[src/rtl/abt_param.sv]
// abt_param - parametrised bus arbiter for NM masters.
//
// Chooses the bus owner from the per-master request lines. Arbitration is
// run-time selectable between fixed priority (highest index wins) and
// round-robin. A parking master owns the bus when nobody requests. A lock
// watchdog breaks locked sequences that hold the bus too long.
//
// Ports:
//   CLK       in   bus clock, all state on rising edge
//   RST       in   synchronous reset, active-high
//   MODE      in   0 = fixed priority, 1 = round-robin
//   MxREQ     in   [NM] per-master request
//   MmLK      in   current transfer locked
//   MmLST     in   last transfer of current transaction
//   MsRDY     in   slave ready
//   MsERR     in   slave error
//   AxGNT     out  [NM] one-hot grant, combinational from the inputs
//   AmCMUX    out  [NM] registered one-hot CMUX select
//   AmGNT_ID  out  [IDW] registered binary index of AmCMUX
//   AmLOCK_TO out  one-cycle pulse when the watchdog forces re-arbitration
module abt_param #(
  parameter int NM       = 16,
  parameter int IDW      = 4,
  parameter int DEF_MST  = 0,
  parameter int LOCK_MAX = 64,
  parameter int CW       = 7
) (
  input  logic           CLK,
  input  logic           RST,
  input  logic           MODE,
  input  logic [NM-1:0]  MxREQ,
  input  logic           MmLK,
  input  logic           MmLST,
  input  logic           MsRDY,
  input  logic           MsERR,
  output logic [NM-1:0]  AxGNT,
  output logic [NM-1:0]  AmCMUX,
  output logic [IDW-1:0] AmGNT_ID,
  output logic           AmLOCK_TO
);

  localparam logic [NM-1:0]  ONE_OH  = {{(NM-1){1'b0}}, 1'b1};
  localparam logic [NM-1:0]  DEF_OH  = ONE_OH << DEF_MST;
  localparam logic [IDW-1:0] DEF_IDX = IDW'(DEF_MST);
  localparam logic [CW-1:0]  LK_SAT  = CW'(LOCK_MAX);
  localparam logic           WD_EN   = (LOCK_MAX != 0);

  logic [NM-1:0]  l_gnt_r;
  logic [IDW-1:0] rr_ptr_r;
  logic [CW-1:0]  lk_cnt_r;

  logic [NM-1:0]  rr_mask_s;
  logic [NM-1:0]  req_hi_s;
  logic [IDW-1:0] next_idx_s;
  logic [NM-1:0]  next_gnt_s;
  logic           wd_hit_s;
  logic           new_abt_s;

  // Index of the highest set bit; zero when the vector is empty.
  function automatic logic [IDW-1:0] highest_idx(input logic [NM-1:0] v);
    logic [IDW-1:0] r;
    r = '0;
    for (int j = 0; j < NM; j++) begin
      r = v[j] ? IDW'(j) : r;
    end
    return r;
  endfunction

  // Index of the lowest set bit; zero when the vector is empty.
  function automatic logic [IDW-1:0] lowest_idx(input logic [NM-1:0] v);
    logic [IDW-1:0] r;
    r = '0;
    for (int j = NM - 1; j >= 0; j--) begin
      r = v[j] ? IDW'(j) : r;
    end
    return r;
  endfunction

  // Next-winner selection. Round-robin looks first at requesters above the
  // pointer; if none, the lowest requester overall wins, which naturally
  // wraps and leaves the pointer position itself as the last candidate.
  always_comb begin
    rr_mask_s = '0;
    for (int j = 0; j < NM; j++) begin
      rr_mask_s[j] = (j > int'(rr_ptr_r));
    end
    req_hi_s   = MxREQ & rr_mask_s;
    next_idx_s = DEF_IDX;
    if (MxREQ == '0) begin
      next_idx_s = DEF_IDX;
    end else if (!MODE) begin
      next_idx_s = highest_idx(MxREQ);
    end else if (req_hi_s != '0) begin
      next_idx_s = lowest_idx(req_hi_s);
    end else begin
      next_idx_s = lowest_idx(MxREQ);
    end
  end

  assign next_gnt_s = ONE_OH << next_idx_s;

  // The watchdog only fires at a transaction boundary of the locked owner.
  assign wd_hit_s  = WD_EN & (lk_cnt_r == LK_SAT) & MmLST;
  assign new_abt_s = MsERR | (MmLST & ~MmLK) | wd_hit_s;
  assign AxGNT     = new_abt_s ? next_gnt_s : l_gnt_r;

  // Owner latch, round-robin pointer, lock counter and registered outputs.
  always_ff @(posedge CLK) begin
    if (RST) begin
      l_gnt_r   <= DEF_OH;
      rr_ptr_r  <= DEF_IDX;
      lk_cnt_r  <= '0;
      AmCMUX    <= DEF_OH;
      AmGNT_ID  <= DEF_IDX;
      AmLOCK_TO <= 1'b0;
    end else begin
      if (MmLST || MsERR) begin
        l_gnt_r <= AxGNT;
      end
      // Parking grants do not move the pointer.
      if (new_abt_s && (MxREQ != '0)) begin
        rr_ptr_r <= next_idx_s;
      end
      if (new_abt_s || !MmLK) begin
        lk_cnt_r <= '0;
      end else if (lk_cnt_r != LK_SAT) begin
        lk_cnt_r <= lk_cnt_r + CW'(1);
      end
      if (MsRDY) begin
        AmCMUX   <= AxGNT;
        AmGNT_ID <= highest_idx(AxGNT);
      end
      // An error in the same cycle is reported as the reason instead.
      AmLOCK_TO <= wd_hit_s & ~MsERR;
    end
  end

endmodule

[config.mk]
export PLATFORM = sky130hd
export DESIGN_NAME = abt_param
export DESIGN_NICKNAME = d
export VERILOG_FILES = /design/src/rtl/abt_param.sv
export SDC_FILE = /design/constraint.sdc
export NUM_CORES = 1
export LEC_CHECK = 0
export CAP_MARGIN = 20
export CORE_UTILIZATION = 40
export CTS_BUF_LIST = sky130_fd_sc_hd__clkbuf_8
export DETAILED_ROUTE_END_ITERATION = 7
export PLACE_DENSITY_LB_ADDON = 0.05
export REMOVE_ABC_BUFFERS = 1
export SYNTH_ARGS = -nofsm -noshare
export SYNTH_HDL_FRONTEND = slang
export SYNTH_SLANG_ARGS = --single-unit
export TNS_END_PERCENT = 1
[constraint.sdc]
create_clock -name CLK -period 5.25 [get_ports CLK]
set_input_delay 1.05 -clock CLK [delete_from_list [all_inputs] [get_ports CLK]]
set_output_delay 1.05 -clock CLK [all_outputs]
set_load 0.05 [all_outputs]
==> key figures <==
Status
  • Run status: finished clean

CTS
  • H-Tree Depth: 2
  • Clk sinks: 48
  • Clock Latency Late Sink: a little over 0.3 ns
  • CTS Buf Count: 5
  • Post-CTS sizing: 0
  • Post-CTS Setup Inserts: 0
  • Root Buffer: clkbuf_8
  • Cts hold-fix bufs: 0
  • Clock transition at path regs: roughly 0.09 ns
  • Max clock buf depth: 2
  • CTS tree: done

Floorplanning
  • Die area: 0.00748 sq mm
  • Die width: 86.5 um
  • Die Ht: 86.5 um
  • Std-Cell Rows: 30
  • Initial Util: 41.8%
  • Top-Level Pins: 60
  • Core Area: 0.00683 sq mm

Setup path
  • CP Cell Sequence: clkdlybuf4s50_1, nor2_1, a2bb2oi_1, nand4b_1, nand2b_1, or4_4, a31oi_4, buf_12, nor2_2, a22oi_1, inv_1, buf_4
  • Reg2reg start: rr_ptr_r[3]$_SDFFE_PP0P_
  • Worst R2R Path Depth: 13
  • Worst setup SP type: primary input
  • Type of the worst setup path: in2out
  • Worst path bufs/invs: 4
  • Critical path required time: 4.20 ns
  • Crit path max-delay family: simple AND/OR/NAND/NOR gates
  • Flop2flop setup slack: 1.85 ns
  • Worst path arrival time: around 4 ns
  • Worst-path maximum fanout: 10
  • Worst path max stage delay: about 0.52 ns
  • Slowest-stage cell, CP: or4_4
  • Reg-to-Reg End: AmGNT_ID[0]$_SDFFE_PP0P_
  • Critical path capture point type: output port

Hold path
  • Hold worst-path end: AmCMUX[3]$_SDFFE_PP0P_
  • Hold path cells: 2
  • Hold/Removal Path Class: reg2reg
  • Min-delay src: AmCMUX[3]$_SDFFE_PP0P_

Route
  • Wirelength, routed: about 8000 um
  • First drt pass iteration count: 5
  • ANT nets after route: 0
  • DRC: 0
  • DR iter-0 viols: approximately 190
  • DR vias: roughly 3k
  • Vias per cell: 5.62
  • Mean routed wirelength per cell: 14.8 um

STA
  • Max-slew violations: 0
  • Fmax: 199 MHz
  • Final Hold Fails: 0
  • RSZ-0062 raised after global routing: no
  • Tightest Pin Transition: 0.576 ns
  • Post-route worst setup slack: 0.224 ns
  • Rel. slew slack: 61.5%
  • Worst clock skew: 0.0125 ns
  • Period utilisation layout: between 90% and 100%
  • Hold WS: 0.489 ns
  • Final Setup Violations: 0
  • Fin crit period: approximately 5.0 ns
  • Setup TNS Final: 0 ns

Placement
  • Final HPWL DP: between 5000 and 6000 um
  • Port bufs: between 50 and 60
  • Placed cell count: 534
  • Gpl congestion: roughly 0.88
  • Pre-CTS setup slack: 0.155 ns

Power and ir drop
  • Switching pwr: 359 uW
  • Sw frac: 33.7%
  • Pint: 707 uW
  • Lkg Pwr: about 0.0016 uW
  • Gate power share: roughly 31%
  • Clock power frac: a little under a third
  • Peak supply drop: 0.000150 V
  • Pwr dens: 279 mW/mm^2
  • Sequential power share: 37.9%

Yosys
  • Yosys reg bits: 48
  • Synth Flop Type: dfxtp_1
  • Post-synth EDFFs: 0
  • Avg Synthesized Cell Area: 7.48 sq um
  • Netlist cell types: 63
  • Seq/Total Area, Yosys: 33.6%
  • Synthesized area: 0.00286 sq mm
  • Post-Syn Instances: 382
  • Synth warn: 0
  • Post-synth ARST share: 0%

GRT
  • First-pass GRT wire length: between 10000 and 15000 um
  • Largest net degree at the start of global routing: 37
  • Global-route total usage across every layer: between 20% and 30%
  • Grt ovf: 0
  • Initial antenna violation count: 0
  • Vias in the first global route: 2741

Cells and area
  • Final net count: 471
  • Fraction of layout instances using a drive strength above 1: around an eighth
  • Area grow syn2layout: 33.9%
  • Diodes inserted: 0
  • Core Util, Final: 56.0%
  • Final std cells w/o fill: about 540

Run
  • Max_cap viols: 0
-- synth_stat cells (all sizes together) (3+ instances only) --
| library cell | count | area [sq um] |
|---|---|---|
| o21ai | 20 | 100 |
| xor2 | 3 | 26.3 |
| nand2 | 24 | 90.1 |
| buf | 7 | 41.3 |
| clkbuf | 14 | 52.6 |
| a21o | 4 | 30.0 |
| nand3 | 10 | 50.1 |
| a21boi | 4 | 30.0 |
| nand2b | 11 | 68.8 |
| and3 | 3 | 18.8 |
| a41oi | 3 | 26.3 |
| mux2i | 5 | 50.1 |
| a22oi | 10 | 85.1 |
| nand4b | 3 | 26.3 |
| nor3 | 20 | 110 |
| inv | 25 | 93.8 |
| nor2 | 67 | 256 |
| a31oi | 4 | 40.0 |
| a211oi | 17 | 128 |
| o21bai | 4 | 30.0 |
| a21oi | 26 | 130 |
| and2 | 4 | 25.0 |
| nor2b | 6 | 37.5 |
| dfxtp | 48 | 961 |
-- flip-flops by register name (all words and copies together) (netlist names) --
| signal | flops |
|---|---|
| l_gnt_r | 16 |
| AmGNT_ID | 4 |
| AmCMUX | 16 |
| lk_cnt_r | 7 |
| AmLOCK_TO | 1 |
| rr_ptr_r | 4 |
-- metal layers --
metal | GRT usage [%] | routed length [um]
met1 | 29.3 | 3740
met5 | 0 | 0
met4 | 6.06 | 131
met3 | 4.29 | 420
met2 | 35.7 | 3750
-- cells in the final DEF, fill, tap and decap left out, drive strengths merged, types with 5 or more instances in the layout --
master / synthesis / layout
a22oi: 10 / 10
buf: 7 / 35
nor2b: 6 / 6
a211oi: 17 / 17
nand2: 24 / 24
nor2: 67 / 67
nor3: 20 / 20
inv: 25 / 26
dfxtp: 48 / 48
nand2b: 11 / 11
a21oi: 26 / 26
mux2i: 5 / 5
clkbuf: 14 / 5
o21ai: 20 / 20
clkdlybuf4s50: 0 / 43
nand3: 10 / 10
-- worst max-delay path by stage --
stage | startpoint | cells past startpoint | slack (ns) | to
2_1_floorplan | MxREQ[8] | 8 | 0.67 | AxGNT[15]
3_3_place_gp | MxREQ[7] | 12 | 0.21 | AxGNT[12]
3_5_place_dp | MxREQ[8] | 11 | 0.16 | AxGNT[1]
4_1_cts | MxREQ[8] | 11 | 0.12 | AxGNT[1]
5_1_grt | MxREQ[8] | 12 | 0.02 | AxGNT[1]
6_report | MxREQ[8] | 12 | 0.22 | AxGNT[1]
-- area by class of cell --
| type | count | area [sq um] |
|---|---|---|
| flip-flops and latches | 48 | 961 |
| clock buffers | 5 | 68.8 |
| well taps | 96 | 120 |
| clock inverters | 3 | 68.8 |
| repair buffers | 78 | 806 |
| fillers | 675 | 3010 |
| multi-input cells | 288 | 1710 |
| inverters | 25 | 93.8 |
-- stage by stage --
stage | power [uW] | area, sq um
after floorplan | 601 | 2760
after global placement | 739 | 3670
after detailed placement | 737 | 3670
after CTS | 1070 | 3810
after global routing | 1120 | 3830
final | 1070 | 3830
-- power groups by stage --
stage | clock [uW] | combinational (uW) | sequential (uW)
4_1_cts | 336 | 327 | 404
5_1_grt | 354 | 358 | 407
3_3_place_gp | 0 | 326 | 413
2_1_floorplan | 0 | 157 | 444
3_5_place_dp | 0 | 325 | 412
6_report | 329 | 333 | 404
-- logic make-up (layout without fill, tap and decap cells) --
group,count (synthesis),in the layout,share of synthesized area (%)
AND/OR/NAND/NOR,158,158,26.7
AO/OA/AOI/OAI,118,118,29.0
flip-flops,48,48,33.6
buffers and inverters,46,111,6.57
XOR/XNOR,5,5,1.53
multiplexers,5,5,1.75
adder cells (fa/ha/maj),2,2,0.876
-- worst reg2reg max path, cell delays in order (launching register included) --
cell and delay (ns):
dfxtp_1 0.67, and2_1 0.25, a31oi_1 0.11, nand4b_1 0.24, nand2b_1 0.22, or4_4 0.52
a31oi_4 0.20, buf_12 0.15, nand2_1 0.08, o21ai_1 0.30, buf_4 0.19, a21oi_1 0.05
a211o_1 0.29, o21ai_1 0.06
Note: power is estimated with default switching activity, not from simulation.
